`config.mk`:
```
export PLATFORM = sky130hd
export DESIGN_NAME = bsg_link_osdr_tx_ctrl_flat
export DESIGN_NICKNAME = d
export VERILOG_FILES = /design/src/rtl/bsg_link_osdr_tx_ctrl_if.sv /design/src/rtl/bsg_link_osdr_tx_ctrl.sv /design/src/flat_wrapper.sv
export SDC_FILE = /design/constraint.sdc
export NUM_CORES = 1
export LEC_CHECK = 0
export ABC_AREA = 1
export CAP_MARGIN = 20
export CORE_UTILIZATION = 44
export DETAILED_ROUTE_END_ITERATION = 10
export GPL_TIMING_DRIVEN = 0
export HOLD_SLACK_MARGIN = 0.06
export PLACE_DENSITY = 0.75
export SYNTH_ARGS = -nofsm -noshare
export SYNTH_HDL_FRONTEND = slang
export SYNTH_SLANG_ARGS = --single-unit
```
`constraint.sdc`:
```
create_clock -name clk_i -period 2.3 [get_ports clk_i]
set_input_delay 0.46 -clock clk_i [delete_from_list [all_inputs] [get_ports clk_i]]
set_output_delay 0.46 -clock clk_i [all_outputs]
set_load 0.005 [all_outputs]
```
`src/rtl/bsg_link_osdr_tx_ctrl_if.sv`:
```
// Core-side and PHY-side signal bundle for the OSDR transmit controller.
// The controller attaches through the slave modport; the driving side uses master.
interface bsg_link_osdr_tx_ctrl_if #(
  parameter int unsigned width_p   = 16,
  parameter int unsigned credits_p = 16
);
  localparam int unsigned CredW = $clog2(credits_p + 1);

  logic               link_enable_i;
  logic               v_i;
  logic [width_p-1:0] data_i;
  logic               ready_o;
  logic               token_i;
  logic               phy_reset_o;
  logic [width_p:0]   phy_data_o;
  logic               link_up_o;
  logic [CredW-1:0]   credits_o;
  logic               overflow_o;

  modport master (
    output link_enable_i, v_i, data_i, token_i,
    input  ready_o, phy_reset_o, phy_data_o, link_up_o, credits_o, overflow_o
  );

  modport slave (
    input  link_enable_i, v_i, data_i, token_i,
    output ready_o, phy_reset_o, phy_data_o, link_up_o, credits_o, overflow_o
  );
endinterface

```
`src/rtl/bsg_link_osdr_tx_ctrl.sv`:
```
// OSDR transmit controller: sequences PHY reset and clock-only warm-up, then meters
// core sends against downstream credits returned as a toggling token wire.
module bsg_link_osdr_tx_ctrl #(
  parameter int unsigned width_p                = 16,
  parameter int unsigned credits_p              = 16,
  parameter int unsigned lg_credit_decimation_p = 2,
  parameter int unsigned phy_reset_cycles_p     = 4,
  parameter int unsigned warmup_cycles_p        = 32
) (
  input logic                     clk_i,
  input logic                     reset_n_i,
  bsg_link_osdr_tx_ctrl_if.slave  link
);
  localparam int unsigned CredW  = $clog2(credits_p + 1);
  localparam int unsigned MaxCyc = (phy_reset_cycles_p > warmup_cycles_p) ?
                                   phy_reset_cycles_p : warmup_cycles_p;
  localparam int unsigned CntW   = $clog2(MaxCyc + 1);
  localparam int unsigned Dec    = 1 << lg_credit_decimation_p;

  localparam logic [1:0] StIdle   = 2'd0;
  localparam logic [1:0] StPhyRst = 2'd1;
  localparam logic [1:0] StWarmup = 2'd2;
  localparam logic [1:0] StActive = 2'd3;

  logic [1:0]       state_q, state_d;
  logic [CntW-1:0]  cnt_q, cnt_d;
  logic [CredW-1:0] credits_q, credits_d;
  logic             overflow_q, overflow_d;
  logic [width_p:0] phy_data_q, phy_data_d;
  logic             sync1_q, sync2_q, sync3_q;

  logic             active, ready, hs, pulse, warmup_entry;
  logic [CredW:0]   sum;

  // Single down-counter shared by the two timed states.
  always_comb begin
    state_d = state_q;
    cnt_d   = cnt_q;
    case (state_q)
      StIdle: begin
        if (link.link_enable_i) begin
          state_d = StPhyRst;
          cnt_d   = CntW'(phy_reset_cycles_p - 1);
        end
      end
      StPhyRst: begin
        if (cnt_q == '0) begin
          state_d = StWarmup;
          cnt_d   = CntW'(warmup_cycles_p - 1);
        end else begin
          cnt_d = cnt_q - CntW'(1);
        end
      end
      StWarmup: begin
        if (cnt_q == '0) state_d = StActive;
        else             cnt_d   = cnt_q - CntW'(1);
      end
      StActive: ;
      default: state_d = StIdle;
    endcase
    if (!link.link_enable_i) begin
      state_d = StIdle;
      cnt_d   = '0;
    end
  end

  assign active       = (state_q == StActive);
  assign ready        = active & link.link_enable_i & (credits_q != '0);
  assign hs           = link.v_i & ready;
  assign pulse        = sync2_q ^ sync3_q;
  assign warmup_entry = (state_q == StPhyRst) && (state_d == StWarmup);

  // One extra bit so an over-return is visible before clamping.
  assign sum = {1'b0, credits_q} - {{CredW{1'b0}}, hs} + (pulse ? (CredW+1)'(Dec) : '0);

  always_comb begin
    credits_d  = credits_q;
    overflow_d = overflow_q;
    if (warmup_entry) begin
      credits_d  = CredW'(credits_p);
      overflow_d = 1'b0;
    end else if (active) begin
      if (sum > (CredW+1)'(credits_p)) begin
        credits_d  = CredW'(credits_p);
        overflow_d = 1'b1;
      end else begin
        credits_d = sum[CredW-1:0];
      end
    end
  end

  // Idle cycles hold the payload bits so the lane does not toggle.
  always_comb begin
    if (state_d == StIdle) phy_data_d = '0;
    else if (hs)           phy_data_d = {1'b1, link.data_i};
    else                   phy_data_d = {1'b0, phy_data_q[width_p-1:0]};
  end

  always_ff @(posedge clk_i or negedge reset_n_i) begin
    if (!reset_n_i) begin
      state_q    <= StIdle;
      cnt_q      <= '0;
      credits_q  <= '0;
      overflow_q <= 1'b0;
      phy_data_q <= '0;
      sync1_q    <= 1'b0;
      sync2_q    <= 1'b0;
      sync3_q    <= 1'b0;
    end else begin
      state_q    <= state_d;
      cnt_q      <= cnt_d;
      credits_q  <= credits_d;
      overflow_q <= overflow_d;
      phy_data_q <= phy_data_d;
      sync1_q    <= link.token_i;
      sync2_q    <= sync1_q;
      sync3_q    <= sync2_q;
    end
  end

  assign link.ready_o     = ready;
  assign link.phy_reset_o = (state_q == StIdle) || (state_q == StPhyRst);
  assign link.phy_data_o  = phy_data_q;
  assign link.link_up_o   = active;
  assign link.credits_o   = credits_q;
  assign link.overflow_o  = overflow_q;
endmodule

```
`src/flat_wrapper.sv`:
```
// flat-port wrapper written by rule: the top's interface ports become plain ports
module bsg_link_osdr_tx_ctrl_flat 
#(
  parameter int unsigned width_p                = 16,
  parameter int unsigned credits_p              = 16,
  parameter int unsigned lg_credit_decimation_p = 2,
  parameter int unsigned phy_reset_cycles_p     = 4,
  parameter int unsigned warmup_cycles_p        = 32
)
  (clk_i, reset_n_i, link_link_enable_i, link_v_i, link_data_i, link_token_i, link_ready_o, link_phy_reset_o, link_phy_data_o, link_link_up_o, link_credits_o, link_overflow_o);
  bsg_link_osdr_tx_ctrl_if #(.width_p(width_p), .credits_p(credits_p)) link_i ();
  input logic clk_i;
  input logic reset_n_i;
  input wire logic [$bits(link_i.link_enable_i)-1:0] link_link_enable_i;
  input wire logic [$bits(link_i.v_i)-1:0] link_v_i;
  input wire logic [$bits(link_i.data_i)-1:0] link_data_i;
  input wire logic [$bits(link_i.token_i)-1:0] link_token_i;
  output wire logic [$bits(link_i.ready_o)-1:0] link_ready_o;
  output wire logic [$bits(link_i.phy_reset_o)-1:0] link_phy_reset_o;
  output wire logic [$bits(link_i.phy_data_o)-1:0] link_phy_data_o;
  output wire logic [$bits(link_i.link_up_o)-1:0] link_link_up_o;
  output wire logic [$bits(link_i.credits_o)-1:0] link_credits_o;
  output wire logic [$bits(link_i.overflow_o)-1:0] link_overflow_o;
  assign link_i.link_enable_i = link_link_enable_i;
  assign link_i.v_i = link_v_i;
  assign link_i.data_i = link_data_i;
  assign link_i.token_i = link_token_i;
  assign link_ready_o = link_i.ready_o;
  assign link_phy_reset_o = link_i.phy_reset_o;
  assign link_phy_data_o = link_i.phy_data_o;
  assign link_link_up_o = link_i.link_up_o;
  assign link_credits_o = link_i.credits_o;
  assign link_overflow_o = link_i.overflow_o;
  bsg_link_osdr_tx_ctrl #(.width_p(width_p), .credits_p(credits_p), .lg_credit_decimation_p(lg_credit_decimation_p), .phy_reset_cycles_p(phy_reset_cycles_p), .warmup_cycles_p(warmup_cycles_p)) u_core (.clk_i(clk_i), .reset_n_i(reset_n_i), .link(link_i));
endmodule
```
After elaboration in Yosys (flattened, before gate mapping)
Index checks and enable logic that the tools add are counted.
Storage, ports and cells
  register bits after elaboration: 34
  input port bits: 21
  output and inout port bits: 26
  word-level logic and storage cells: 51
Cells by class
  add/subtract/negate cells: 3
  $lt $le $gt $ge: 1
  eq/ne operators: 6
  multiplexer cells: 17
  bitwise operators: 4
  reductions and logical operators: 11
Operator list (number)
  $mux W17: 2
  $mux W6: 3
  $pmux W6 S3: 1
  $mux W5: 3
  $add A6 B6 Y6: 1
  $eq A2 B2 Y1 const B: 3
  $gt A6 B5 Y1 const B: 1
  $logic_not A6 Y1: 1
  $mux W2: 3
  $pmux W2 S3: 1
  $reduce_bool A2 Y1: 3
  $sub A5 B1 Y6: 1
  $sub A6 B1 Y6 const B: 1
  $reduce_bool A5 Y1: 1
  $logic_not A2 Y1: 2
  $ne A4 B1 Y1 const B: 1
  $reduce_and A2 Y1: 2
  $and A1 B1 Y1: 3
  $mux W1: 3
  $mux W3: 1
  $ne A3 B3 Y1 const B: 1
  $eq A2 B1 Y1 const B: 1
  $logic_and A1 B1 Y1: 1
  $logic_or A1 B1 Y1: 1
  $xor A1 B1 Y1: 1

Depth between registers and ports, before layout
Gate-level depths: netlist (run 1).
  depth after elaboration: 10
  depth in mapped cells: 19
  mapped depth without buffers: 19

Worst setup path after synthesis (run 1)
Ideal clock, no wire load.
  kind: register -> register
  start: reg u_core.state_q[1]
  end: reg u_core.credits_q[0] (netlist: u_core.link.credits_o[0])
  library setup time: 0.065 ns
  arrival time: 2.547 ns
  required time: 2.235 ns
  slack: -0.313 ns
  stages on the path, launching flop included: 18
  cell sequence: dfrtp_1 -> ha_1 -> buf_2 -> nand3_1 -> inv_1 -> nand2_2 -> inv_1 -> ha_1 -> inv_1 -> ha_1 -> fa_1 -> xnor2_1 -> nand3_1 -> nand3_1 -> nand2_1 -> nor2_1 -> nand3_1 -> nand2_1
Between the ends
  cells in the longest elaborated chain, start to end: 10
RTL lines
  start: declaration: line bsg_link_osdr_tx_ctrl.sv:25  | logic [1:0] state_q, state_d;
  start signal: assignment: line bsg_link_osdr_tx_ctrl.sv:101  | state_q <= StIdle;
  start signal: assignment: line bsg_link_osdr_tx_ctrl.sv:110  | state_q <= state_d;
  $eq A2 B2 Y1 (*): line bsg_link_osdr_tx_ctrl.sv:67  | assign active = (state_q == StActive);
  named net link_link_up_o: line flat_wrapper.sv:21  | output wire logic [$bits(link_i.link_up_o)-1:0] link_link_up_o;
  $and A1 B1 Y1 (*) (2 in a row): line bsg_link_osdr_tx_ctrl.sv:68  | assign ready = active & link.link_enable_i & (credits_q != '0);
  named net link_ready_o: line flat_wrapper.sv:18  | output wire logic [$bits(link_i.ready_o)-1:0] link_ready_o;
  $and A1 B1 Y1 (*): line bsg_link_osdr_tx_ctrl.sv:69  | assign hs = link.v_i & ready;
  $sub A5 B1 Y6 (*): line bsg_link_osdr_tx_ctrl.sv:74  | assign sum = {1'b0, credits_q} - {{CredW{1'b0}}, hs} + (pulse ? (CredW+1)'(Dec) : '0);
  $add A6 B6 Y6 (*): line bsg_link_osdr_tx_ctrl.sv:74
  $gt A6 B5 Y1: line bsg_link_osdr_tx_ctrl.sv:83  | if (sum > (CredW+1)'(credits_p)) begin
  $mux W5 (*): line bsg_link_osdr_tx_ctrl.sv:83
  $mux W5 (*): line bsg_link_osdr_tx_ctrl.sv:82  | end else if (active) begin
  $mux W5 (*): line bsg_link_osdr_tx_ctrl.sv:79  | if (warmup_entry) begin
  end signal: assignment: line bsg_link_osdr_tx_ctrl.sv:112  | credits_q <= credits_d;
  end: declaration: line bsg_link_osdr_tx_ctrl.sv:27  | logic [CredW-1:0] credits_q, credits_d;
Mark *: on every way through the listed nets, which the timed path passes. The rest lies on a longest branch. The select of a mux whose other input is x is not followed.
A chain may end at the register's enable or synchronous reset.

Worst setup path after layout (run 1)
  start: reg u_core.credits_q[4] (netlist: u_core.link.credits_o[4])
  end: reg u_core.credits_q[3] (netlist: u_core.link.credits_o[3])
Between the ends
  cells in the longest elaborated chain, start to end: 9
RTL lines (line)
  $reduce_bool A5 Y1: bsg_link_osdr_tx_ctrl.sv:68
  $and A1 B1 Y1: bsg_link_osdr_tx_ctrl.sv:68
  $and A1 B1 Y1: bsg_link_osdr_tx_ctrl.sv:69
  $sub A5 B1 Y6 (*): bsg_link_osdr_tx_ctrl.sv:74
  $add A6 B6 Y6 (*): bsg_link_osdr_tx_ctrl.sv:74
  $gt A6 B5 Y1: bsg_link_osdr_tx_ctrl.sv:83
  $mux W5 (*): bsg_link_osdr_tx_ctrl.sv:83
  $mux W5 (*): bsg_link_osdr_tx_ctrl.sv:82
  $mux W5 (*): bsg_link_osdr_tx_ctrl.sv:79
Mark *: on every way between the ends. The rest lies on a longest branch, timed or not. The select of a mux whose other input is x is not followed.

==> impl_metrics.env, run 1 <==
export IMPL_ioPinCount=47
export IMPL_cts_tree="built"
export IMPL_port_buffers=46
export IMPL_path_buf_inv=3
export IMPL_ys_seq_elements=34
export IMPL_fin_crit_ns=2.39
export IMPL_numCtsBuffers=5
export IMPL_finalHoldViolCount=0
export IMPL_setup_viol=6
export IMPL_final_common_cell="nand2_1"
export IMPL_initial_core_util=0.466
export IMPL_path_cells="nor3_2 > nand3_1 > nand3_2 > inv_2 > nand2_4 > inv_4 > ha_4 > inv_2 > ha_4 > fa_2 > nor2_1 > nand3_1 > nand3_2 > nand2_4 > nor2_2 > nand3_1 > nand2_1"
export IMPL_slowest_stage="dfrtp_1"
export IMPL_worstRegToRegCells=17
export IMPL_fin_ws_ns=-0.0920
export IMPL_worst_r2r_endpoint="u_core.link.credits_o[3]"
export IMPL_whs_ns=0.240
export IMPL_slowest_delay_ns=0.45
export IMPL_cts_root_buf="clkbuf_8"
export IMPL_synthFlopType="dfrtp_1"
export IMPL_syn_inst=231
export IMPL_grt_pass1_wl_um=6590
export IMPL_synth_avg_cell_area_um2=8.18
export IMPL_grt_busiest_layer="met2"
export IMPL_cts_path_max_buffers=2
export IMPL_drt_wl_total_um=4020
export IMPL_synth_edff_count=0
export IMPL_cp_max_fo=5
export IMPL_drc_errors=0
export IMPL_use_met2=0.292
export IMPL_tightest_slew_ns=0.732
export IMPL_critPathCaptureType="flop"
export IMPL_dieWidth_um=67.6
export IMPL_violations="setup timing"
export IMPL_outcome="finished with violations"
export IMPL_areaGrowthSynthToFinish_pct=41.6
export IMPL_yosysUniqueCellTypes=26
export IMPL_nNetsFinal=328
export IMPL_drive_gt1_frac=0.167
export IMPL_synthArstFlopShare=1.00
export IMPL_total_power_mw=2.70
export IMPL_grtUsageMet3=0.0608
export IMPL_hp_class="in2async"
export IMPL_fin_crit_sh=1.04
export IMPL_pre_cts_ws_ns=-0.626
export IMPL_relSlewSlack=0.512
export IMPL_critPathArrivalTime_ns=2.62
export IMPL_crit_path_start_kind="flop"
export IMPL_holdBufCountCts=0
export IMPL_detail_route_antenna_nets=0
export IMPL_grt_ovfl_total=0
export IMPL_grtUsageTotal=0.194
export IMPL_num_vias=1712
export IMPL_dp_hpwl_um=2870
export IMPL_grt_max_degree=35
export IMPL_drv_slew=0
export IMPL_crit_top_cell="nand3_1"
export IMPL_drtIter0Drc=66
export IMPL_synth_nets=266
export IMPL_clk_latency_ns=0.28
export IMPL_clk_pin_slew_worst_paths_ns=0.07
export IMPL_wl_per_cell_um=11.7
export IMPL_fin_skew_ns=0.00580
export IMPL_powerDensity_nw_per_um2=1010
export IMPL_die_height_um=67.6
export IMPL_ir_worst_vdd_v=0.000440
export IMPL_mostFrequentLayoutCells="nand2_1, clkdlybuf4s50_1, nand3_1"
export IMPL_critPathKind="reg2reg"
export IMPL_ys_warn_count=0
export IMPL_rsz0062_at_grt="yes"
export IMPL_avgViaCountPerCell=4.98
export IMPL_n_antenna_cell=0
export IMPL_clock_sinks=34
export IMPL_timing_fmax_ghz=0.418
export IMPL_drt_pass1_iter_count=4
export IMPL_antenna_found_initial=0
export IMPL_timing_rr_start="u_core.link.credits_o[4]"
export IMPL_grt_pass1_vias=1523
export IMPL_grt_use_met1=0.257
export IMPL_leakage_nw=1.35
export IMPL_gp_congestion=0.900
export IMPL_reg2reg_slack_ns=-0.09
export IMPL_path_delay_family="simple AND/OR/NAND/NOR gates"
export IMPL_cp_depth=17
export IMPL_netlist_area_um2=1890
export IMPL_drv_cap=0
export IMPL_h_tree_depth=2
export IMPL_row_count=23
export IMPL_cp_required_ns=2.52
export IMPL_die_area_um2=4560
export IMPL_core_area_um2=4060
export IMPL_synth_yosys_seq_area_share=0.450
-- area by class of cell --
type	instances	area (µm²)
multi-input cells	160	963
repair buffers	56	529
well taps	50	62.6
inverters	32	128
flip-flops and latches	34	852
fillers	351	1380
clock inverters	1	30.0
clock buffers	7	76.3
plain buffers	4	35.0
-- stage by stage --
stage          instance area (µm²)  setup TNS, ns  instances  utilization
2_1_floorplan                 1950         -0.540        231            -
3_3_place_gp                  2470          -3.66        327        0.609
3_5_place_dp                  2460          -3.63        327        0.607
4_1_cts                       2640         -0.495        342        0.650
5_1_grt                       2680          -1.52        344        0.660
6_report                      2680         -0.497        344        0.660
-- sequential cells by signal, summed over array words and instances (netlist names) --
| name | cells |
|---|---|
| u_core.sync2_q | 1 |
| u_core.sync1_q | 1 |
| u_core.sync3_q | 1 |
| u_core.link.phy_data_o | 17 |
| u_core.link.overflow_o | 1 |
| u_core.link.credits_o | 5 |
| u_core.state_q | 2 |
| u_core.cnt_q | 6 |
-- logic make-up after synthesis --
kind of cell,Yosys count,synth area share
compound gates,16,0.0476
xor+xnor,4,0.0185
fa+ha+maj,14,0.0966
buf+inv,37,0.0840
flops,34,0.450
simple gates,126,0.303
-- synthesized netlist by cell type (2+ instances only) --
| library cell | number | share of area |
|---|---|---|
| nand2_2 | 4 | 0.013 |
| nand2_4 | 2 | 0.012 |
| dfrtp_1 | 34 | 0.45 |
| a21oi_1 | 5 | 0.013 |
| inv_1 | 31 | 0.062 |
| nor2_1 | 20 | 0.040 |
| xnor2_1 | 2 | 0.0093 |
| o21ai_0 | 5 | 0.013 |
| nand3_1 | 36 | 0.095 |
| ha_1 | 13 | 0.086 |
| buf_2 | 2 | 0.0053 |
| nand4_1 | 2 | 0.0066 |
| or2_2 | 2 | 0.0066 |
| o22ai_1 | 5 | 0.017 |
| nand2_1 | 55 | 0.11 |
| nand3_2 | 2 | 0.011 |
| xor2_1 | 2 | 0.0093 |
-- worst max path at each step --
| stage | from | slack, ns | end |
|---|---|---|---|
| after floorplan | u_core.state_q[1] | -0.10 | u_core.link.credits_o[3] |
| after global placement | link_link_enable_i | -0.63 | u_core.link.credits_o[0] |
| after detailed placement | link_link_enable_i | -0.63 | u_core.link.credits_o[0] |
| after CTS | u_core.link.credits_o[1] | -0.09 | u_core.link.overflow_o |
| after global routing | u_core.link.credits_o[1] | -0.26 | u_core.link.credits_o[2] |
| final | u_core.link.credits_o[4] | -0.09 | u_core.link.credits_o[3] |
-- power breakdown --
part | switching (mW) | internal, mW
Combinational | 0.830 | 0.576
Sequential | 0.0689 | 0.689
Clock | 0.209 | 0.324
Total | 1.11 | 1.59
-- routing by layer --
metal | vias up | wire, µm
li1 | 866 | -
met1 | 781 | 1930
met2 | 60 | 1780
met3 | 5 | 255
met4 | 0 | 51
met5 | - | 0
-- repair_timing --
| item | in CTS | in global routing |
|---|---|---|
| setup buffers | 8 | 2 |
| pin swaps | 8 | 1 |
| gates resized for setup | 5 | 5 |
| setup endpoints to repair | 7 | 7 |
No activity file was read; power rests on OpenSTA's default activity.
==> run 2, diff against run 1 <==
--- a/config.mk
+++ b/config.mk
@@ -10,7 +10,7 @@
 export CORE_UTILIZATION = 44
 export DETAILED_ROUTE_END_ITERATION = 10
 export GPL_TIMING_DRIVEN = 0
-export HOLD_SLACK_MARGIN = 0.06
+export HOLD_SLACK_MARGIN = 0.05
 export PLACE_DENSITY = 0.75
 export SYNTH_ARGS = -nofsm -noshare
 export SYNTH_HDL_FRONTEND = slang
==> results of run 2 <==
Final layout, timing and power as in run 1 (identical DEF).
